--- src/rtl/regfile_port_ctrl_pkg.sv ---
// Shared constants for the register-file port controller.
// Register 7 is unimplemented: it never stalls, reads as zero, drops writes.
package regfile_port_ctrl_pkg;

    localparam int REG_DW = 15;
    localparam int REG_AW = 3;
    localparam int REG_N  = 7;

    localparam logic [REG_AW-1:0] REG_INVALID = 3'd7;

    function automatic logic is_impl(input logic [REG_AW-1:0] a);
        return a != REG_INVALID;
    endfunction

endpackage

--- src/rtl/regfile_scoreboard.sv ---
// Pending-write scoreboard with hazard lookup for rs1/rs2/rd.
// With BYPASS_EN, a busy register retiring this cycle is not a hazard.
module regfile_scoreboard
    import regfile_port_ctrl_pkg::*;
#(
    parameter int AW    = REG_AW,
    parameter int NREGS = REG_N
) (
    input  logic             clk,
    input  logic             rst_n,
    input  logic             set_en,
    input  logic [AW-1:0]    set_addr,
    input  logic             clr_en,
    input  logic [AW-1:0]    clr_addr,
    input  logic [AW-1:0]    rs1,
    input  logic [AW-1:0]    rs2,
    input  logic [AW-1:0]    rd,
    input  logic             rd_en,
    output logic             byp1,
    output logic             byp2,
    output logic             hazard,
    output logic [NREGS-1:0] busy
);

    logic [NREGS-1:0] busy_nxt;
    logic             b1;
    logic             b2;
    logic             bd;
    logic             bypd;

    function automatic logic lookup(
        input logic [NREGS-1:0] v,
        input logic [AW-1:0]    a
    );
        logic r;
        r = 1'b0;
        for (int i = 0; i < NREGS; i++) begin
            if (a == AW'(i)) r = v[i];
        end
        return r;
    endfunction

    always_comb begin
        b1 = lookup(busy, rs1);
        b2 = lookup(busy, rs2);
        bd = lookup(busy, rd);
`ifdef BYPASS_EN
        byp1 = b1 & clr_en & (clr_addr == rs1);
        byp2 = b2 & clr_en & (clr_addr == rs2);
        bypd = bd & clr_en & (clr_addr == rd);
`else
        byp1 = 1'b0;
        byp2 = 1'b0;
        bypd = 1'b0;
`endif
        hazard = (b1 & ~byp1) | (b2 & ~byp2)
               | (rd_en & bd & ~bypd);
    end

    // Set is applied after clear so a same-edge collision leaves the bit set.
    always_comb begin
        busy_nxt = busy;
        for (int i = 0; i < NREGS; i++) begin
            if (clr_en && clr_addr == AW'(i)) busy_nxt[i] = 1'b0;
            if (set_en && set_addr == AW'(i)) busy_nxt[i] = 1'b1;
        end
    end

    always_ff @(posedge clk or negedge rst_n) begin
        if (!rst_n) busy <= '0;
        else        busy <= busy_nxt;
    end

endmodule

--- src/rtl/regfile_port_ctrl.sv ---
// Operand read / writeback controller for the 7x15 2R1W register file.
// Optional BYPASS_EN forwards same-cycle writeback data to busy sources.
module regfile_port_ctrl
    import regfile_port_ctrl_pkg::*;
#(
    parameter int DW    = REG_DW,
    parameter int AW    = REG_AW,
    parameter int NREGS = REG_N
) (
    input  logic             clk,
    input  logic             rst_n,
    input  logic             in_valid,
    output logic             in_ready,
    input  logic [AW-1:0]    in_rs1,
    input  logic [AW-1:0]    in_rs2,
    input  logic [AW-1:0]    in_rd,
    input  logic             in_rd_en,
    output logic             out_valid,
    input  logic             out_ready,
    output logic [DW-1:0]    out_op1,
    output logic [DW-1:0]    out_op2,
    output logic [AW-1:0]    out_rd,
    output logic             out_rd_en,
    input  logic             wb_valid,
    input  logic [AW-1:0]    wb_addr,
    input  logic [DW-1:0]    wb_data,
    output logic [AW-1:0]    rf_ra1,
    output logic [AW-1:0]    rf_ra2,
    input  logic [DW-1:0]    rf_rd1,
    input  logic [DW-1:0]    rf_rd2,
    output logic [AW-1:0]    rf_wa,
    output logic [DW-1:0]    rf_wd,
    output logic             rf_we,
    output logic [NREGS-1:0] sb_busy
);

    logic          hazard;
    logic          byp1;
    logic          byp2;
    logic          issue;
    logic          wb_we;
    logic [DW-1:0] op1_nxt;
    logic [DW-1:0] op2_nxt;

    assign rf_ra1 = in_rs1;
    assign rf_ra2 = in_rs2;
    assign rf_wa  = wb_addr;
    assign rf_wd  = wb_data;
    assign wb_we  = wb_valid & is_impl(wb_addr);
    assign rf_we  = wb_we;

    assign in_ready = ~hazard & (~out_valid | out_ready);
    assign issue    = in_valid & in_ready;

    regfile_scoreboard #(
        .AW    (AW),
        .NREGS (NREGS)
    ) u_sb (
        .clk      (clk),
        .rst_n    (rst_n),
        .set_en   (issue & in_rd_en & is_impl(in_rd)),
        .set_addr (in_rd),
        .clr_en   (wb_we),
        .clr_addr (wb_addr),
        .rs1      (in_rs1),
        .rs2      (in_rs2),
        .rd       (in_rd),
        .rd_en    (in_rd_en),
        .byp1     (byp1),
        .byp2     (byp2),
        .hazard   (hazard),
        .busy     (sb_busy)
    );

    always_comb begin
        op1_nxt = rf_rd1;
        op2_nxt = rf_rd2;
        if (byp1)               op1_nxt = wb_data;
        if (byp2)               op2_nxt = wb_data;
        if (!is_impl(in_rs1))   op1_nxt = '0;
        if (!is_impl(in_rs2))   op2_nxt = '0;
    end

    always_ff @(posedge clk or negedge rst_n) begin
        if (!rst_n) begin
            out_valid <= 1'b0;
            out_op1   <= '0;
            out_op2   <= '0;
            out_rd    <= '0;
            out_rd_en <= 1'b0;
        end else if (issue) begin
            out_valid <= 1'b1;
            out_op1   <= op1_nxt;
            out_op2   <= op2_nxt;
            out_rd    <= in_rd;
            out_rd_en <= in_rd_en;
        end else if (out_ready) begin
            out_valid <= 1'b0;
        end
    end

endmodule

--- config.mk ---
export PLATFORM = sky130hd
export DESIGN_NAME = regfile_port_ctrl
export DESIGN_NICKNAME = d
export VERILOG_FILES = /design/src/rtl/regfile_port_ctrl_pkg.sv /design/src/rtl/regfile_scoreboard.sv /design/src/rtl/regfile_port_ctrl.sv
export SDC_FILE = /design/constraint.sdc
export NUM_CORES = 1
export LEC_CHECK = 0
export BUFFER_PORTS_ARGS = -buffer_cell sky130_fd_sc_hd__buf_2
export CORE_MARGIN = 5
export CORE_UTILIZATION = 44
export CTS_CLUSTER_DIAMETER = 60
export CTS_CLUSTER_SIZE = 20
export DETAILED_ROUTE_END_ITERATION = 8
export PLACE_DENSITY = 0.81
export SLEW_MARGIN = 10
export SYNTH_ARGS = -nofsm -noshare
export SYNTH_HDL_FRONTEND = slang
export SYNTH_HIERARCHICAL = 1
export SYNTH_SLANG_ARGS = --single-unit
export TNS_END_PERCENT = 10
--- constraint.sdc ---
create_clock -name clk -period 2.3 [get_ports clk]
set_input_delay 0.46 -clock clk [delete_from_list [all_inputs] [get_ports clk]]
set_output_delay 0.46 -clock clk [all_outputs]
set_load 0.1 [all_outputs]
## After elaboration in Yosys (flattened, before gate mapping)

Cells that the tools add are included.
Widths: inputs -> output; s select.

| cells by class | value |
|---|---|
| bitwise logic cells | 11 |
| eq/ne operators | 28 |
| multiplexer cells | 39 |
| reduce and logical (&&, ||, !) cells | 26 |

Operator list:

| cell | number |
|---|---|
| $mux 1 | 37 |
| $eq 3x3->1 const B | 12 |
| $mux 15 | 2 |
| $eq 3x2->1 const B | 8 |
| $reduce_bool 2->1 | 8 |
| $logic_and 1x1->1 | 14 |
| $eq 3x1->1 const B | 4 |
| $logic_not 3->1 | 4 |
| $ne 3x3->1 const B | 4 |
| $and 1x1->1 | 6 |
| $or 1x1->1 | 3 |
| $not 1->1 | 2 |

| word-level totals | value |
|---|---|
| bits in registers | 42 |
| output and inout port bits | 68 |

## Logic depth before layout (Yosys ltp)

| depth | value |
|---|---|
| depth in word-level cells | 17 |
| mapped depth | 10 |
| mapped depth without buffers | 9 |

## Cells and area by module

The synthesis kept the hierarchy.

Modules (own cells, without submodules):

| module | cells an instance | seq. area each (µm²) | times used | area an instance (µm²) |
|---|---|---|---|---|
| regfile_port_ctrl | 146 | 875.8 | 1 | 1814.2 |
| regfile_scoreboard | 50 | 175.2 | 1 | 499.2 |

## Worst setup path after synthesis

OpenSTA, ideal clock, no wires.

| timing | value |
|---|---|
| kind | reg-to-output |
| start | register u_sb.busy[3] |
| end | output port in_ready |
| path buffers | 0 |
| stages on the path, launching flop included | 5 |
| path slack | -1165 ps |
| arrival | 3005 ps |
| path through | dfrtp_1 -> mux4_2 -> o211ai_1 -> nand3_1 -> nor2b_1 |

| between the ends | value |
|---|---|
| word-level cells in the longest chain between the ends | 8 |
| elaborated cells between the ends (all ways) | 17 |
| classes of those cells | mux: 12; bitwise: 5 |

Ends and longest elaborated chain:

| element | line | text |
|---|---|---|
| start, declared | regfile_scoreboard.sv:22 | `output logic [NREGS-1:0] busy` |
| start signal, assigned | regfile_scoreboard.sv:71 | `else busy <= busy_nxt;` |
| $mux 1 (4 in a row) | regfile_scoreboard.sv:38 | `if (a == AW'(i)) r = v[i];` |
| $or 1x1->1 / $and 1x1->1 (equally long branches) | regfile_scoreboard.sv:56, regfile_scoreboard.sv:57 |  |
| $or 1x1->1 * | regfile_scoreboard.sv:57 | `\| (rd_en & bd & ~bypd);` |
| named net hazard | regfile_port_ctrl.sv:37 | `logic hazard;` |
| $not 1->1 * | regfile_port_ctrl.sv:52 | `assign in_ready = ~hazard & (~out_valid \| out_ready);` |
| $and 1x1->1 * | regfile_port_ctrl.sv:52 |  |
| end, declared | regfile_port_ctrl.sv:13 | `output logic in_ready,` |

The timed path passes the listed nets; every way through them passes the cells marked *.

## Worst setup path in the final report

Ends and elaborated chain as after synthesis.

==> qor.yml <==
sta:
  fin_ws_ns: -0.09531
  finalSetupViolCount: 1
  tightest_slew_ns: 0.8858
  min_period_ns: 2.395
  hold_viol: 0
  fmax_mhz: 417.5
  finClkSkew_ns: 0.008342
  rsz0062_at_grt: "yes"
  slew-limit-headroom: 0.4095
  report.final.slew_viol_count: 0
  period_share: 1.041
die:
  io_pins: 131
  die_area_sq_mm: 0.006808
  initial_utilization: 0.4530
  die-width_microns: 82.51
  row_count: 26
  fp.dieH_microns: 82.51
  fp.coreArea_sq_mm: 0.005107
yosys:
  ys_ff_latch: 42
  ys_seq_area_frac: 0.4543
  ys_types: 26
  dominantRegCellSynth: "dfrtp_1"
  yosys_warnings: 6
  syn_inst: 196
  synth_edf_count: 0
  syn_area_sq_mm: 0.002313
  avgSynthCellArea_sq_um: 11.80
  synth-async-reset-ratio: 1.000
min_path:
  hp-class: "input port to asynchronous set/reset pin"
placed_design:
  gp_congestion: 0.8687
  placed_cells: 368
  portBuffers: 130
  place_hpwl_mm: 4.725
finish:
  final_layout_size_suffix_gt1_frac: 0.5417
  finalNetCount: 374
  fillers: 442
  final_cells: 382
  areaGrowthSynthToFinish_pct: 32.45
  post-route-util: 0.6000
  antenna_cells: 0
  layout_common_cells: "buf_2, dfrtp_1, mux2i_1, o2bb2ai_1"
  seqCellArea_sq_mm: 0.001071
  multi_input_area_sq_mm: 0.001027
  layout_commonest_cell: "buf_2"
cts:
  clockRootBuffer: "clkbuf_8"
  clock_latency_ns: 0.28
  cts_tree: "yes"
  cts_buffer_depth: 2
  clk_pin_slew_ns: 0.08
  numCtsBuffers: 5
  htreeDepth: 2
  cts.sinks: 42
setup_path:
  reg2reg_slack_ns: 0.04
  worstSetupEndpointType: "primary output"
  startpoint: "u_sb/busy[3]"
  crit_required_ns: 1.84
  reg2reg_from: "u_sb/busy[3]"
  path_max_fanout: 4
  worstPathArrival_ns: 1.94
  critPathKind: "flop to primary output"
  cp-start-kind: "flop"
grt:
  grt_pass1_vias: 1837
  groute.usage.overall: 0.1740
  grt.overflow.total: 0
  grt_max_degree: 43
  antenna_found_initial: 0
  grt_pass1_wl_mm: 9.018
routing:
  ant_nets: 0
  first_pass_iters: 4
  wl_mm: 6.141
  vias: 1920
  wl_per_cell_microns: 16.08
  routed_via_density: 5.026
  drtIter0Drc: 56
  drc: 0
status:
  status: "finished, violations left"
  failed_checks: "negative setup slack"
run:
  drv_cap: 0
==> worst paths after layout <==
check	to	cells after the start
setup / recovery	in_ready	5
hold / removal	u_sb/busy[4]	1
setup reg to reg	out_rd[2]	8
hold reg to reg	out_op1[1]	1
max in group asynchronous	u_sb/busy[2]	1
min in group clk	out_op2[5]	3
==> layer usage <==
layer / GRT usage / part of all wire / routed length (microns)
met4: 0.05556 / 0.011 / 68
met2: 0.3021 / 0.51 / 3109
met1: 0.2167 / 0.42 / 2586
met5: 0 / 0 / 0
met3: 0.03471 / 0.061 / 376
==> stage by stage <==
| step | setup TNS (ns) | setup slack, ns | instance area [sq um] | hold WS (ns) |
|---|---|---|---|---|
| after floorplan | -0.1256 | -0.1177 | 2367 | 0.1644 |
| after global placement | 0 | 0.09584 | 2908 | 0.4676 |
| after detailed placement | 0 | 0.02117 | 2908 | 0.4683 |
| after CTS | -0.1204 | -0.1204 | 3037 | 0.3294 |
| after global routing | -0.2983 | -0.1712 | 3064 | 0.3898 |
| final | -0.09531 | -0.09531 | 3064 | 0.2920 |
==> registers in the layout, summed over array words and instances, names as in the netlist <==
register,flops
out_op2,15
out_rd,3
out_valid,1
u_sb/busy,7
out_op1,15
out_rd_en,1
==> worst max-delay path, cell delays in order, from the launching register on <==
cell      delay [ns]
dfrtp_4         0.50
mux4_2          0.47
o211ai_1        0.23
nand3_2         0.13
nor2b_4         0.14
buf_12          0.18
==> cells in the mapped netlist, types with 2 or more instances <==
cell type | count | share of area
buf_4 | 33 | 0.11
o2bb2ai_1 | 30 | 0.11
nand2_1 | 8 | 0.013
mux4_1 | 2 | 0.023
nand3_1 | 6 | 0.013
mux2i_1 | 35 | 0.15
nand2b_1 | 6 | 0.016
dfrtp_1 | 42 | 0.45
o21ai_0 | 11 | 0.024
mux2_2 | 4 | 0.019
o31ai_1 | 4 | 0.013
==> final cells by class <==
type                    count  share of cell area
well taps                  70             0.02858
clock buffers               7             0.02491
inverters                   1            0.001225
multi-input cells         119              0.3352
flip-flops and latches     42              0.3495
clock inverters             1            0.009800
repair buffers            142              0.2507
==> repair_timing <==
item / in CTS / in global routing
hold endpoints to repair: 0 / 0
pin swaps: 3 / 2
setup buffers: 3 / 3
endpoints found under the setup margin: 1 / 26
hold buffers: 0 / 0
resized for setup: 0 / 1
==> logic make-up (layout without fill, tap and decap cells) <==
family	after synthesis	in the layout	share of synthesized area
DFF	42	42	0.4543
muxes	42	42	0.2034
other	1	2	0.001621
buffers and inverters	36	151	0.1157
and+or+nand+nor	26	26	0.06220
AOI/OAI and AO/OA	49	49	0.1628
Power is left out: the tool's default activity adds up to more than one toggle a clock period on the data nets, which glitch-free logic cannot reach.
